===== config.mk =====
export PLATFORM = sky130hd
export DESIGN_NAME = defect_seq_ctrl
export DESIGN_NICKNAME = d
export VERILOG_FILES = /design/src/rtl/defect_seq_ctrl.sv
export SDC_FILE = /design/constraint.sdc
export NUM_CORES = 1
export LEC_CHECK = 0
export CAP_MARGIN = 5
export CORE_UTILIZATION = 32
export DETAILED_ROUTE_END_ITERATION = 8
export GPL_TIMING_DRIVEN = 0
export RECOVER_POWER = 100
export SYNTH_ARGS = -nofsm -noshare
export SYNTH_HDL_FRONTEND = slang
export SYNTH_SLANG_ARGS = --single-unit

===== constraint.sdc =====
create_clock -name pixclk_in -period 4.21 [get_ports pixclk_in]
set_input_delay 0.6315 -clock pixclk_in [delete_from_list [all_inputs] [get_ports pixclk_in]]
set_output_delay 0.6315 -clock pixclk_in [all_outputs]
set_load 0.02 [all_outputs]

===== src/rtl/defect_seq_ctrl.sv =====
// Session controller for the defect detector: arms it, confirms stable bounding boxes over
// consecutive frames and hands one report downstream. Define DEFECT_SEQ_TIMEOUT_EN for the idle-frame session timeout.
module defect_seq_ctrl #(
    parameter int COORD_WID      = 11,
    parameter int CONFIRM_FRAMES = 3,
    parameter int TOL            = 4,
    parameter int TIMEOUT_FRAMES = 15
) (
    input  logic                 pixclk_in,
    input  logic                 rstn_out,
    input  logic                 cmd_start,
    input  logic                 cmd_stop,
    input  logic                 frame_vs,
    input  logic                 defect_valid,
    input  logic [COORD_WID-1:0] bb_xmin,
    input  logic [COORD_WID-1:0] bb_xmax,
    input  logic [COORD_WID-1:0] bb_ymin,
    input  logic [COORD_WID-1:0] bb_ymax,
    input  logic                 rpt_ready,
    output logic                 rpt_valid,
    output logic [COORD_WID-1:0] rpt_xmin,
    output logic [COORD_WID-1:0] rpt_xmax,
    output logic [COORD_WID-1:0] rpt_ymin,
    output logic [COORD_WID-1:0] rpt_ymax,
    output logic [15:0]          rpt_frame_no,
    output logic                 det_en,
    output logic [2:0]           ctrl_state,
    output logic                 sess_timeout
);

    typedef enum logic [2:0] {
        IDLE    = 3'd0,
        ARM     = 3'd1,
        MEASURE = 3'd2,
        REPORT  = 3'd3,
        HOLDOFF = 3'd4
    } state_t;

    if (CONFIRM_FRAMES < 1 || CONFIRM_FRAMES > 15) begin : g_bad_confirm
        $error("CONFIRM_FRAMES out of range 1..15");
    end
    if (TIMEOUT_FRAMES < 1 || TIMEOUT_FRAMES > 255) begin : g_bad_timeout
        $error("TIMEOUT_FRAMES out of range 1..255");
    end

    state_t               state;
    logic                 vs_d;
    logic                 fedge;
    logic [15:0]          frame_no;
    logic [15:0]          frame_inc;
    logic [3:0]           match_cnt;
    logic [3:0]           match_nxt;
    logic                 box_match;
    logic                 confirm;
    logic [COORD_WID-1:0] cand_xmin;
    logic [COORD_WID-1:0] cand_xmax;
    logic [COORD_WID-1:0] cand_ymin;
    logic [COORD_WID-1:0] cand_ymax;
`ifdef DEFECT_SEQ_TIMEOUT_EN
    logic [7:0]           idle_frames;
    logic [7:0]           idle_inc;
    assign idle_inc = idle_frames + 8'd1;
`else
    assign sess_timeout = 1'b0;
`endif

    // Magnitude is taken one bit wider than the coordinates so the difference never overflows.
    function automatic logic within_tol(input logic [COORD_WID-1:0] a,
                                        input logic [COORD_WID-1:0] b);
        logic signed [COORD_WID:0] diff;
        logic signed [COORD_WID:0] mag;
        diff = $signed({1'b0, a}) - $signed({1'b0, b});
        mag  = diff[COORD_WID] ? -diff : diff;
        return (int'(mag) <= TOL);
    endfunction

    assign fedge      = frame_vs & ~vs_d;
    assign frame_inc  = frame_no + 16'd1;
    assign ctrl_state = state;
    assign box_match  = within_tol(bb_xmin, cand_xmin) & within_tol(bb_xmax, cand_xmax) &
                        within_tol(bb_ymin, cand_ymin) & within_tol(bb_ymax, cand_ymax);

    always_comb begin
        match_nxt = 4'd0;
        if (defect_valid && box_match)
            match_nxt = match_cnt + 4'd1;
        else if (defect_valid)
            match_nxt = 4'd1;
    end

    assign confirm = (match_nxt == 4'(CONFIRM_FRAMES));

    always_ff @(posedge pixclk_in or negedge rstn_out) begin
        if (!rstn_out) begin
            state        <= IDLE;
            vs_d         <= 1'b0;
            det_en       <= 1'b0;
            frame_no     <= 16'd0;
            match_cnt    <= 4'd0;
            cand_xmin    <= '0;
            cand_xmax    <= '0;
            cand_ymin    <= '0;
            cand_ymax    <= '0;
            rpt_valid    <= 1'b0;
            rpt_xmin     <= '0;
            rpt_xmax     <= '0;
            rpt_ymin     <= '0;
            rpt_ymax     <= '0;
            rpt_frame_no <= 16'd0;
`ifdef DEFECT_SEQ_TIMEOUT_EN
            idle_frames  <= 8'd0;
            sess_timeout <= 1'b0;
`endif
        end else begin
            vs_d <= frame_vs;
`ifdef DEFECT_SEQ_TIMEOUT_EN
            sess_timeout <= 1'b0;
`endif
            // Stop overrides everything, including a coincident frame edge.
            if (cmd_stop) begin
                state     <= IDLE;
                det_en    <= 1'b0;
                rpt_valid <= 1'b0;
                match_cnt <= 4'd0;
                frame_no  <= 16'd0;
`ifdef DEFECT_SEQ_TIMEOUT_EN
                idle_frames <= 8'd0;
`endif
            end else begin
                case (state)
                    IDLE: begin
                        if (cmd_start) begin
                            state     <= ARM;
                            det_en    <= 1'b1;
                            frame_no  <= 16'd0;
                            match_cnt <= 4'd0;
                        end
                    end
                    ARM: begin
                        if (fedge) begin
                            state     <= MEASURE;
                            match_cnt <= 4'd0;
                            cand_xmin <= '0;
                            cand_xmax <= '0;
                            cand_ymin <= '0;
                            cand_ymax <= '0;
`ifdef DEFECT_SEQ_TIMEOUT_EN
                            idle_frames <= 8'd0;
`endif
                        end
                    end
                    MEASURE: begin
                        if (fedge) begin
                            frame_no  <= frame_inc;
                            match_cnt <= match_nxt;
                            if (defect_valid && !box_match) begin
                                cand_xmin <= bb_xmin;
                                cand_xmax <= bb_xmax;
                                cand_ymin <= bb_ymin;
                                cand_ymax <= bb_ymax;
                            end
                            if (confirm) begin
                                state        <= REPORT;
                                rpt_valid    <= 1'b1;
                                rpt_xmin     <= bb_xmin;
                                rpt_xmax     <= bb_xmax;
                                rpt_ymin     <= bb_ymin;
                                rpt_ymax     <= bb_ymax;
                                rpt_frame_no <= frame_inc;
                            end
`ifdef DEFECT_SEQ_TIMEOUT_EN
                            if (defect_valid) begin
                                idle_frames <= 8'd0;
                            end else if (idle_inc == 8'(TIMEOUT_FRAMES)) begin
                                state        <= IDLE;
                                det_en       <= 1'b0;
                                sess_timeout <= 1'b1;
                                match_cnt    <= 4'd0;
                                idle_frames  <= 8'd0;
                            end else begin
                                idle_frames <= idle_inc;
                            end
`endif
                        end
                    end
                    REPORT: begin
                        if (fedge)
                            frame_no <= frame_inc;
                        if (rpt_ready) begin
                            state     <= HOLDOFF;
                            rpt_valid <= 1'b0;
                        end
                    end
                    HOLDOFF: begin
                        // Wait for the defect to disappear so each occurrence reports once.
                        if (fedge) begin
                            frame_no <= frame_inc;
                            if (!defect_valid) begin
                                state     <= MEASURE;
                                match_cnt <= 4'd0;
                            end
                        end
                    end
                    default: begin
                        state  <= IDLE;
                        det_en <= 1'b0;
                    end
                endcase
            end
        end
    end

endmodule


; After elaboration in Yosys (flattened, before gate mapping)
; Cells that the tools add are included.
[classes]
n_addsub = 10
n_reduce_logical = 17
n_lt_le_gt_ge = 4
eq_ne = 17
muxes = 47
bitwise = 6
[op_table]
columns = cell, count
row1 = $mux W11, 9
row2 = $pmux W11 S2, 4
row3 = $le A12 B4 Y1 const B, 4
row4 = $mux W12, 4
row5 = $mux W16, 3
row6 = $neg A12 Y12, 4
row7 = $sub A11 B11 Y12, 4
row8 = $pmux W16 S2, 1
row9 = $mux W4, 7
row10 = $mux W3, 8
row11 = $ne A3 B3 Y1 const B, 7
row12 = $add A16 B1 Y16 const B, 1
row13 = $pmux W4 S4, 1
row14 = $pmux W3 S5, 1
row15 = $reduce_and A4 Y1, 2
row16 = $mux W1, 7
row17 = $reduce_and A7 Y1, 1
row18 = $eq A3 B2 Y1 const B, 2
row19 = $ne A2 B2 Y1 const B, 3
row20 = $reduce_and A6 Y1, 1
row21 = $reduce_bool A3 Y1, 2
row22 = $reduce_and A5 Y1, 1
row23 = $reduce_bool A5 Y1, 1
row24 = $add A4 B1 Y4 const B, 1
row25 = other kinds (16), 22
[word_totals]
input_bits = 51
reg_bits = 130
output_inout_bits = 66

; Logic depth before layout (Yosys ltp)
; Gate-level depths: netlist of the first run.
[logic_depth]
ltp_word = 14
mapped_depth = 17
depth_no_buf = 15

; Worst setup path after synthesis of the first run
; Ideal clock, no wire load.
[synth_path]
kind = input to register
from = input bb_xmax[0]
to = register rpt_frame_no[10]
slack_ns = 0.078
t_arrival_ns = 4.007
path_buffers = 1
stages = 16
required_time_ns = 4.085
cell_sequence = inv_1 ha_1 inv_1 fa_1 a211oi_1 nor2_1 xnor2_1 nor4b_4 or4b_1 a31oi_1 o221ai_1 nor4b_2 o2111a_2 nand3_4 buf_6 mux2_4
[synth_via]
elab_chain_cells = 11
[synth_rtl]
columns = item, line
row1 = "start, declared", 16  ; input logic [COORD_WID-1:0] bb_xmax,
row2 = $sub A11 B11 Y12 *, 72  ; diff = $signed({1'b0, a}) - $signed({1'b0, b});
row3 = $neg A12 Y12, 73  ; mag = diff[COORD_WID] ? -diff : diff;
row4 = $mux W12 *, 73
row5 = $le A12 B4 Y1 *, 74  ; return (int'(mag) <= TOL);
row6 = $and A1 B1 Y1 * (2 in series), 80  ; assign box_match = within_tol(bb_xmin, cand_xmin) & within_tol(bb_xmax, cand_xmax) &
row7 = $and A1 B1 Y1 *, 81  ; within_tol(bb_ymin, cand_ymin) & within_tol(bb_ymax, cand_ymax);
row8 = $logic_and A1 B1 Y1 *, 85  ; if (defect_valid && box_match)
row9 = $mux W4 *, 85
row10 = $eq A4 B2 Y1 *, 91  ; assign confirm = (match_nxt == 4'(CONFIRM_FRAMES));
row11 = $reduce_and A4 Y1 (no line) *, -
row12 = "end signal, assigned", 169  ; rpt_frame_no <= frame_inc;
row13 = "end, declared", 25  ; output logic [15:0] rpt_frame_no,
; Every way passes the cells marked *; elsewhere a longest branch is shown, timed or not.
; A chain may end at the register's enable or synchronous reset.

; Final worst setup path of the first run
[layout_path]
from = input bb_xmin[2]
to = register rpt_xmin[8]
[layout_via]
elab_chain_cells = 11
[layout_rtl]
columns = item, line
row1 = "start, declared", 15  ; input logic [COORD_WID-1:0] bb_xmin,
row2 = $sub A11 B11 Y12 *, 72
row3 = $neg A12 Y12, 73
row4 = $mux W12 *, 73
row5 = $le A12 B4 Y1 *, 74
row6 = $and A1 B1 Y1 * (2 in series), 80
row7 = $and A1 B1 Y1 *, 81
row8 = $logic_and A1 B1 Y1 *, 85
row9 = $mux W4 *, 85
row10 = $eq A4 B2 Y1 *, 91
row11 = $reduce_and A4 Y1 (no line) *, -
row12 = "end signal, assigned", 165  ; rpt_xmin <= bb_xmin;
row13 = "end, declared", 21  ; output logic [COORD_WID-1:0] rpt_xmin,
; Marked as above.

==> impl_results.md, run 1 <==
- Syn Nets: around 1100
- Die span in x: roughly 170 µm
- Worst-Skew Late Latency: around 430 ps
- Crit. End Element: flip-flop
- Max FO, Critical Path: 7
- Asr flop ratio synth: 100%
- Fin area: 13300 µm²
- Gate power share: 59.0%
- Worst r2r src: cand_xmax[0]
- Synth-to-Final Area Change: 39.4%
- Power Density: about 540 nW/µm²
- Clock Power Share: 19.7%
- DP Area: 11200 µm²
- WP data required: between 4000 and 5000 ps
- Main synth FF type: dfrtp_1
- Number of global-route vias before repair: between 8000 and 9000
- Hold Fails Final Rpt: 0
- Seq/Total Area, Yosys: between 30 and 40%
- Min-Delay Startpoint: bb_xmax[0]
- Critical Path, Cell by Cell: clkdlybuf4s50_1 > ha_4 > nand3b_1 > buf_4 > a211o_1 > nand4_1 > or4_1 > a211oi_2 > a31oi_1 > nand4bb_4 > o41ai_4 > o2111a_2 > nand3_4 > buf_12 > clkbuf_16 > mux2_4
- Max clock buf depth: 2
- Worst hold endpoint: rpt_xmax[0]
- Routability Congestion: 0.831
- Crit path max-delay family: simple AND/OR/NAND/NOR gates
- Layout Nets: between 1000 and 1500
- Tcrit/Tclk final: a little over nine tenths
- Total of max-cap violations: 1
- Max VDD drop: approximately 0.25 mV
- Routed len/inst: approximately 16 µm
- DRC viols: 0
- Fin cells: roughly 1600
- Worst-Margin Slew: 3170 ps
- Die height: 175 µm
- Post-Route WL: ~26 mm
- Hold Path Stages: 2
- Post-Syn Instances: approximately 1000
- Synthesized flop and latch total: between 100 and 150
- Post-Syn Area per Cell: 9.34 µm²
- Status: complete, but fails checks
- Slew HR: -111%
- HPWL Detailed: 17.1 mm
- Initial cell density of the core: between 30% and 40%
- Core Footprint: a little under 30000 µm²
- Area of the multi-input gates: 6510 µm²
- Antenna Nets Post-Route: 0
- Ys Warns: 0
- CTS root buffer: clkbuf_16
- Mapped Area: between 9000 and 10000 µm²
- CP max stage delay: a little under 600 ps
- FF/Latch Area: 3250 µm²
- Failing checks: max-capacitance violations, max-slew violations
- Flop2flop setup slack: ~180 ps
- Met3 Resource Use GR: 3.11%
- Share of post-route cells with drive strength above 1: a little over a quarter
- CP Buf/Inv Count: 4
- Hold slack: around 450 ps
- CTS HTree Levels: 4
- Largest net degree at the start of global routing: 67
- Gr usage total: between 10% and 20%
- Fill cells: 2729
- Die area: about 31000 µm²
- # setup viols final: 0
- Min cycle time layout: 4100 ps
- CTS sink count: 130
- TritonCTS Buffers: 17
- Internal power: just over 4000 µW
- Arr. time, crit path: ~4400 ps
- Initial DRC Count: ~430
- Grt total ovfl: 0
- Pre-Repair DR Iteration Count: 5
- Clock Skew: approximately 18 ps
- Setup Crit Path Kind: in -> reg
- Clock-pin slew of the registers on the worst-case setup and hold paths: ~60 ps
- Vias: 8379
- Initial antenna violation count: 1
- # IOs: 117
- Row count: 62
- Port Buf Inserts: 114
- Leakage power: about 0.0066 µW
- Worst min path class: in -> reg
- Met2 global-route usage: ~28%
- Placed Cells: about 1500
- # hold bufs at CTS: 0
- Post-synth EDFFs: 0
- Depth of the most critical reg-to-reg path: 16
- First-pass GRT wire length: approximately 42 mm
- GR Util met1: between 20 and 25%
- Critical Path Source Type: input port
- CP max stage cell: or4_1
- DR vias/cell: around 5.2
- Max frequency: approximately 0.24 GHz
- Reg power frac: a little over a fifth
- Final slew viol count: 66
- Sw frac: about 43%
- Distinct cells, synth: 84
- NetSw: around 3100 µW
- Most Crowded Layer GR: met2
- Reg-to-reg endpoint: rpt_xmin[8]
- TritonCTS clock tree: done
-- synthesized netlist by cell type (all sizes together) (8+ instances only) --
master / number / area share [%]
nor2: 51 / 2.0
and2: 11 / 0.72
nand2b: 9 / 0.59
xor2: 25 / 2.3
nand2: 102 / 4.0
o211ai: 12 / 0.94
xnor2: 16 / 1.5
o21ai: 51 / 2.7
inv: 108 / 4.3
nand4: 8 / 0.52
a31oi: 11 / 0.72
mux2: 61 / 9.4
ha: 46 / 6.0
nand3: 31 / 1.8
a21o: 13 / 1.0
a21oi: 47 / 2.5
o21a: 8 / 0.63
and3: 16 / 1.0
buf: 16 / 1.4
nor2b: 8 / 0.52
clkbuf: 17 / 0.67
mux2i: 51 / 5.4
nor3: 21 / 1.1
dfrtp: 130 / 34
-- worst max-delay path by stage --
stage | from | end | slack, ps | cells after the start
final | bb_xmin[2] | rpt_xmin[8] | 110 | 16
after global placement | rstn_out | rpt_ymin[0] | -3250 | 1
after detailed placement | bb_ymax[0] | cand_ymax[10] | -1140 | 17
after global routing | bb_ymax[0] | rpt_frame_no[4] | -4 | 18
after floorplan | bb_xmax[0] | rpt_frame_no[10] | 80 | 16
after CTS | bb_xmax[2] | rpt_frame_no[8] | 7 | 15
-- worst register-to-register path, stage by stage, from the launching register on --
cell and delay [ps]:
dfrtp_1 360, ha_2 190, inv_2 40, fa_2 380
a211oi_4 300, nor2_2 100, xnor2_2 220, nor4b_4 80
or4b_1 470, a31oi_1 230, o221ai_2 140, nor4b_4 310
o2111a_2 300, nand3_4 130, buf_12 210, clkbuf_16 180
mux2_4 290
-- layout make-up --
type	count	share of cell area, %
Antenna cell	1	0.0188
Buffer	29	2.02
Clock buffer	18	3.30
Clock inverter	14	0.790
Inverter	108	3.05
Multi-Input combinational cell	750	48.9
Sequential cell	130	24.5
Tap cell	384	3.61
Timing Repair Buffer	187	13.8
-- registers in the layout (all words and copies together), names as in the netlist, 3 cells and up --
| signal | count |
|---|---|
| rpt_xmax | 11 |
| cand_ymin | 11 |
| cand_xmin | 11 |
| rpt_frame_no | 16 |
| match_cnt | 4 |
| rpt_ymax | 11 |
| ctrl_state | 3 |
| cand_ymax | 11 |
| rpt_ymin | 11 |
| cand_xmax | 11 |
| frame_no | 16 |
| rpt_xmin | 11 |
-- power by group through the flow --
stage / logic (µW) / registers, µW / clock network, µW
2_1_floorplan: 2470 / 1540 / 0
3_3_place_gp: 3090 / 1550 / 0
3_5_place_dp: 3150 / 1550 / 0
4_1_cts: 3730 / 1530 / 1470
5_1_grt: 4660 / 1560 / 1500
6_report: 4240 / 1530 / 1410
-- layout by cell type, fill, tap and decap left out, types with 31 or more instances in the layout --
cell type and count:
nor2_1 48, mux2_4 58, dlygate4sd3_1 66, o21ai_0 46, a21oi_1 31, dfrtp_1 130, buf_4 71, mux2i_1 51
inv_1 104, nand2_1 101
-- cell families (layout without fill, tap and decap cells) --
logic type / Yosys count / in the layout / synth area share, %
AND/OR/NAND/NOR: 311 / 311 / 16.9
multiplexers: 112 / 112 / 14.8
AO/OA/AOI/OAI: 235 / 235 / 17.2
buffers and inverters: 141 / 356 / 6.34
XOR/XNOR: 41 / 41 / 3.76
flip-flops: 130 / 130 / 34.1
other: 1 / 2 / 0.0393
adder cells (fa/ha/maj): 50 / 50 / 6.87
-- metrics by stage --
step | util, % | setup slack, ps | total power (µW) | setup TNS [ps]
5_1_grt | 45.8 | -3.90 | 7720 | -6.87
4_1_cts | 43.8 | 6.52 | 6730 | 0
3_3_place_gp | 38.5 | -3250 | 4630 | -528150
6_report | 45.8 | 107 | 7180 | 0
2_1_floorplan | - | 77.9 | 4020 | 0
3_5_place_dp | 38.6 | -1140 | 4700 | -109220
-- what timing repair did --
action                     CTS  global route
buffers inserted            56            15
pin swaps                   45            43
cloned                       2             2
gates resized for setup    118            90
setup endpoints to repair  105           105
-- per-layer routing --
metal	share of wire, %	vias to the layer above
met5	0	-
met4	1.6	0
met3	3.2	29
met2	47	142
met1	48	4129
li1	-	4079
Note: power is estimated with default switching activity, not from simulation.
==> run 2, diff against run 1 <==
--- a/config.mk
+++ b/config.mk
@@ -10,6 +10,7 @@
 export DETAILED_ROUTE_END_ITERATION = 8
 export GPL_TIMING_DRIVEN = 0
 export RECOVER_POWER = 100
+export SETUP_SLACK_MARGIN = 0.2
 export SYNTH_ARGS = -nofsm -noshare
 export SYNTH_HDL_FRONTEND = slang
 export SYNTH_SLANG_ARGS = --single-unit
==> run 2 against run 1 <==
Compared with the run above: the run still ends with max-capacitance violations, max-slew violations left; design area rose by 2.1%; worst setup slack improved by 72 ps; largest power group unchanged; count of clock-buffer cells in the layout rose by 2; critical path type is now reg -> reg.
==> impl_results.md, run 2 (synthesized netlist as in run 1, its figures left out) <==
- Worst-Skew Late Latency: 440 ps
- Min cycle time layout: about 4000 ps
- TritonCTS Buffers: 17
- Row count: 62
- Fin cells: ~1600
- Largest registers: frame_no: 16 flops, rpt_frame_no: 16 flops
- Initial antenna violation count: 0
- Clock-pin slew of the registers on the worst-case setup and hold paths: 70 ps
- Most Crowded Layer GR: met2
- CP max stage cell: or4b_4
- CTS root buffer: clkbuf_16
- Total power: approximately 7400 µW
- Antenna Nets Post-Route: 0
- Min-Delay Startpoint: bb_xmax[0]
- Hold Path Stages: 2
- Synth-to-Final Area Change: 42.4%
- CP max stage delay: between 500 and 600 ps
- Initial DRC Count: 389
- Placed Cells: between 1500 and 2000
- Grt total ovfl: 0
- First-pass GRT wire length: roughly 43 mm
- WP data required: ~4500 ps
- DRC viols: 0
- DR vias/cell: roughly 5.2
- CTS HTree Levels: 4
- Power Density: roughly 550 nW/µm²
- Die area: about 30000 µm²
- Setup crit start: cand_xmax[0]
- Max FO, Critical Path: 5
- NetSw: approximately 3100 µW
- Failing checks: max-capacitance violations, max-slew violations
- Met2 global-route usage: 28.6%
- RSZ-0062 raised after global routing: true
- # IOs: roughly 120
- Hold slack: ~450 ps
- Reg power frac: between 20% and 30%
- TritonCTS clock tree: done
- Arr. time, crit path: approximately 4400 ps
- Status: complete, but fails checks
- Routed len/inst: approximately 17 µm
- Critical Path, Cell by Cell: ha_2 > inv_2 > fa_2 > a211oi_2 > nor2_4 > xnor2_2 > nor4b_4 > or4b_4 > a31oi_4 > o221ai_2 > nor4b_2 > o2111a_2 > nand3_4 > buf_12 > clkbuf_16 > mux2_4
- GR Util met1: between 20% and 30%
- Setup slack after placement: -866 ps
- Sw frac: 42.2%
- Gr usage total: ~18%
- Gate power share: roughly three fifths
- Worst-Margin Slew: ~2900 ps
- Share of post-route cells with drive strength above 1: 27.2%
- Leakage power: ~0.0066 µW
- CP Buf/Inv Count: 3
- Worst path depth: 16
- Layout Nets: ~1300
- Max clock buf depth: 2
- Ant diodes: 0
- Commonest non-fill, non-tap cells in the layout: dfrtp_1 (130), inv_1 (103), nand2_1 (101), dlygate4sd3_1 (66), buf_4 (65)
- # setup viols final: 0
- Largest net degree at the start of global routing: between 80 and 90
- Core Footprint: between 20000 and 30000 µm²
- Slew HR: -92.0%
- HPWL Detailed: between 15 and 20 mm
- Final slew viol count: between 40 and 50
- Met3 Resource Use GR: between 2 and 3%
- Internal power: about 4300 µW
- Critical Path Source Type: flip-flop
- Pre-Repair DR Iteration Count: 5
- Tcrit/Tclk final: a little over nine tenths
- CTS sink count: between 100 and 150
- Crit. End Element: flip-flop
- Routability Congestion: 0.879
- Clock Power Share: around a fifth
- Setup Crit Path Kind: reg -> reg
- Die height: roughly 170 µm
- Worst r2r src: cand_xmax[0]
- Vias: approximately 8400
- Post-Route WL: around 27 mm
- Die span in x: approximately 170 µm
- Worst Setup Slack, final: roughly 180 ps
- Worst min path class: in -> reg
- Port Buf Inserts: ~110
- Clock Skew: 15.3 ps
- Max frequency: between 0.2 and 0.25 GHz
- Total of max-cap violations: 1
- Hold Fails Final Rpt: 0
- Number of global-route vias before repair: 8344
- Initial cell density of the core: 32.9%
- Depth of the most critical reg-to-reg path: 16
- Max VDD drop: between 0.2 and 0.3 mV
- Crit path max-delay family: simple AND/OR/NAND/NOR gates
- Most common cell after layout, fill and taps aside: dfrtp_1
## run 2: layer usage
| metal | part of all wire, % | vias up |
|---|---|---|
| li1 | - | 4096 |
| met1 | 47 | 4138 |
| met2 | 48 | 172 |
| met3 | 4.0 | 32 |
| met4 | 1.3 | 0 |
| met5 | 0 | - |
## run 2: power groups by stage
stage / clock, µW / combinational [µW] / sequential (µW)
2_1_floorplan: 0 / 2520 / 1540
3_3_place_gp: 0 / 3170 / 1550
3_5_place_dp: 0 / 3230 / 1550
4_1_cts: 1590 / 3900 / 1530
5_1_grt: 1640 / 4780 / 1560
6_report: 1550 / 4360 / 1540
## run 2: worst paths after layout
check / slack (ps) / to
setup / recovery: 180 / rpt_frame_no[11]
hold / removal: 450 / rpt_xmax[0]
setup reg to reg: 180 / rpt_frame_no[11]
hold reg to reg: 500 / rpt_xmax[7]
max in group asynchronous: 1430 / cand_xmax[4]
min in group asynchronous: 1130 / rpt_xmin[5]
## run 2: layout make-up
cell class / instances / area (µm²)
tap: 384 / 480
buffer: 32 / 322
clock buffer: 20 / 437
clock inverter: 12 / 158
timing repair buffer: 202 / 2020
inverter: 108 / 408
fill: 2670 / 15400
sequential: 130 / 3250
multi-input combinational: 750 / 6500
## run 2: per-stage QoR
stage	setup TNS (ps)	instance area (µm²)	util (%)
floorplan	0	9620	-
global placement	-513680	11200	38.7
detailed placement	-86190	11300	38.8
CTS	0	13000	45.0
global route	0	13600	46.8
finish	0	13600	46.8
## run 2: timing repair
action	4_1_cts	5_1_grt
pin swaps	40	41
endpoints found under the setup margin	109	107
buffers inserted	67	13
gates cloned	4	3
gates resized for setup	151	96
hold buffers	0	0
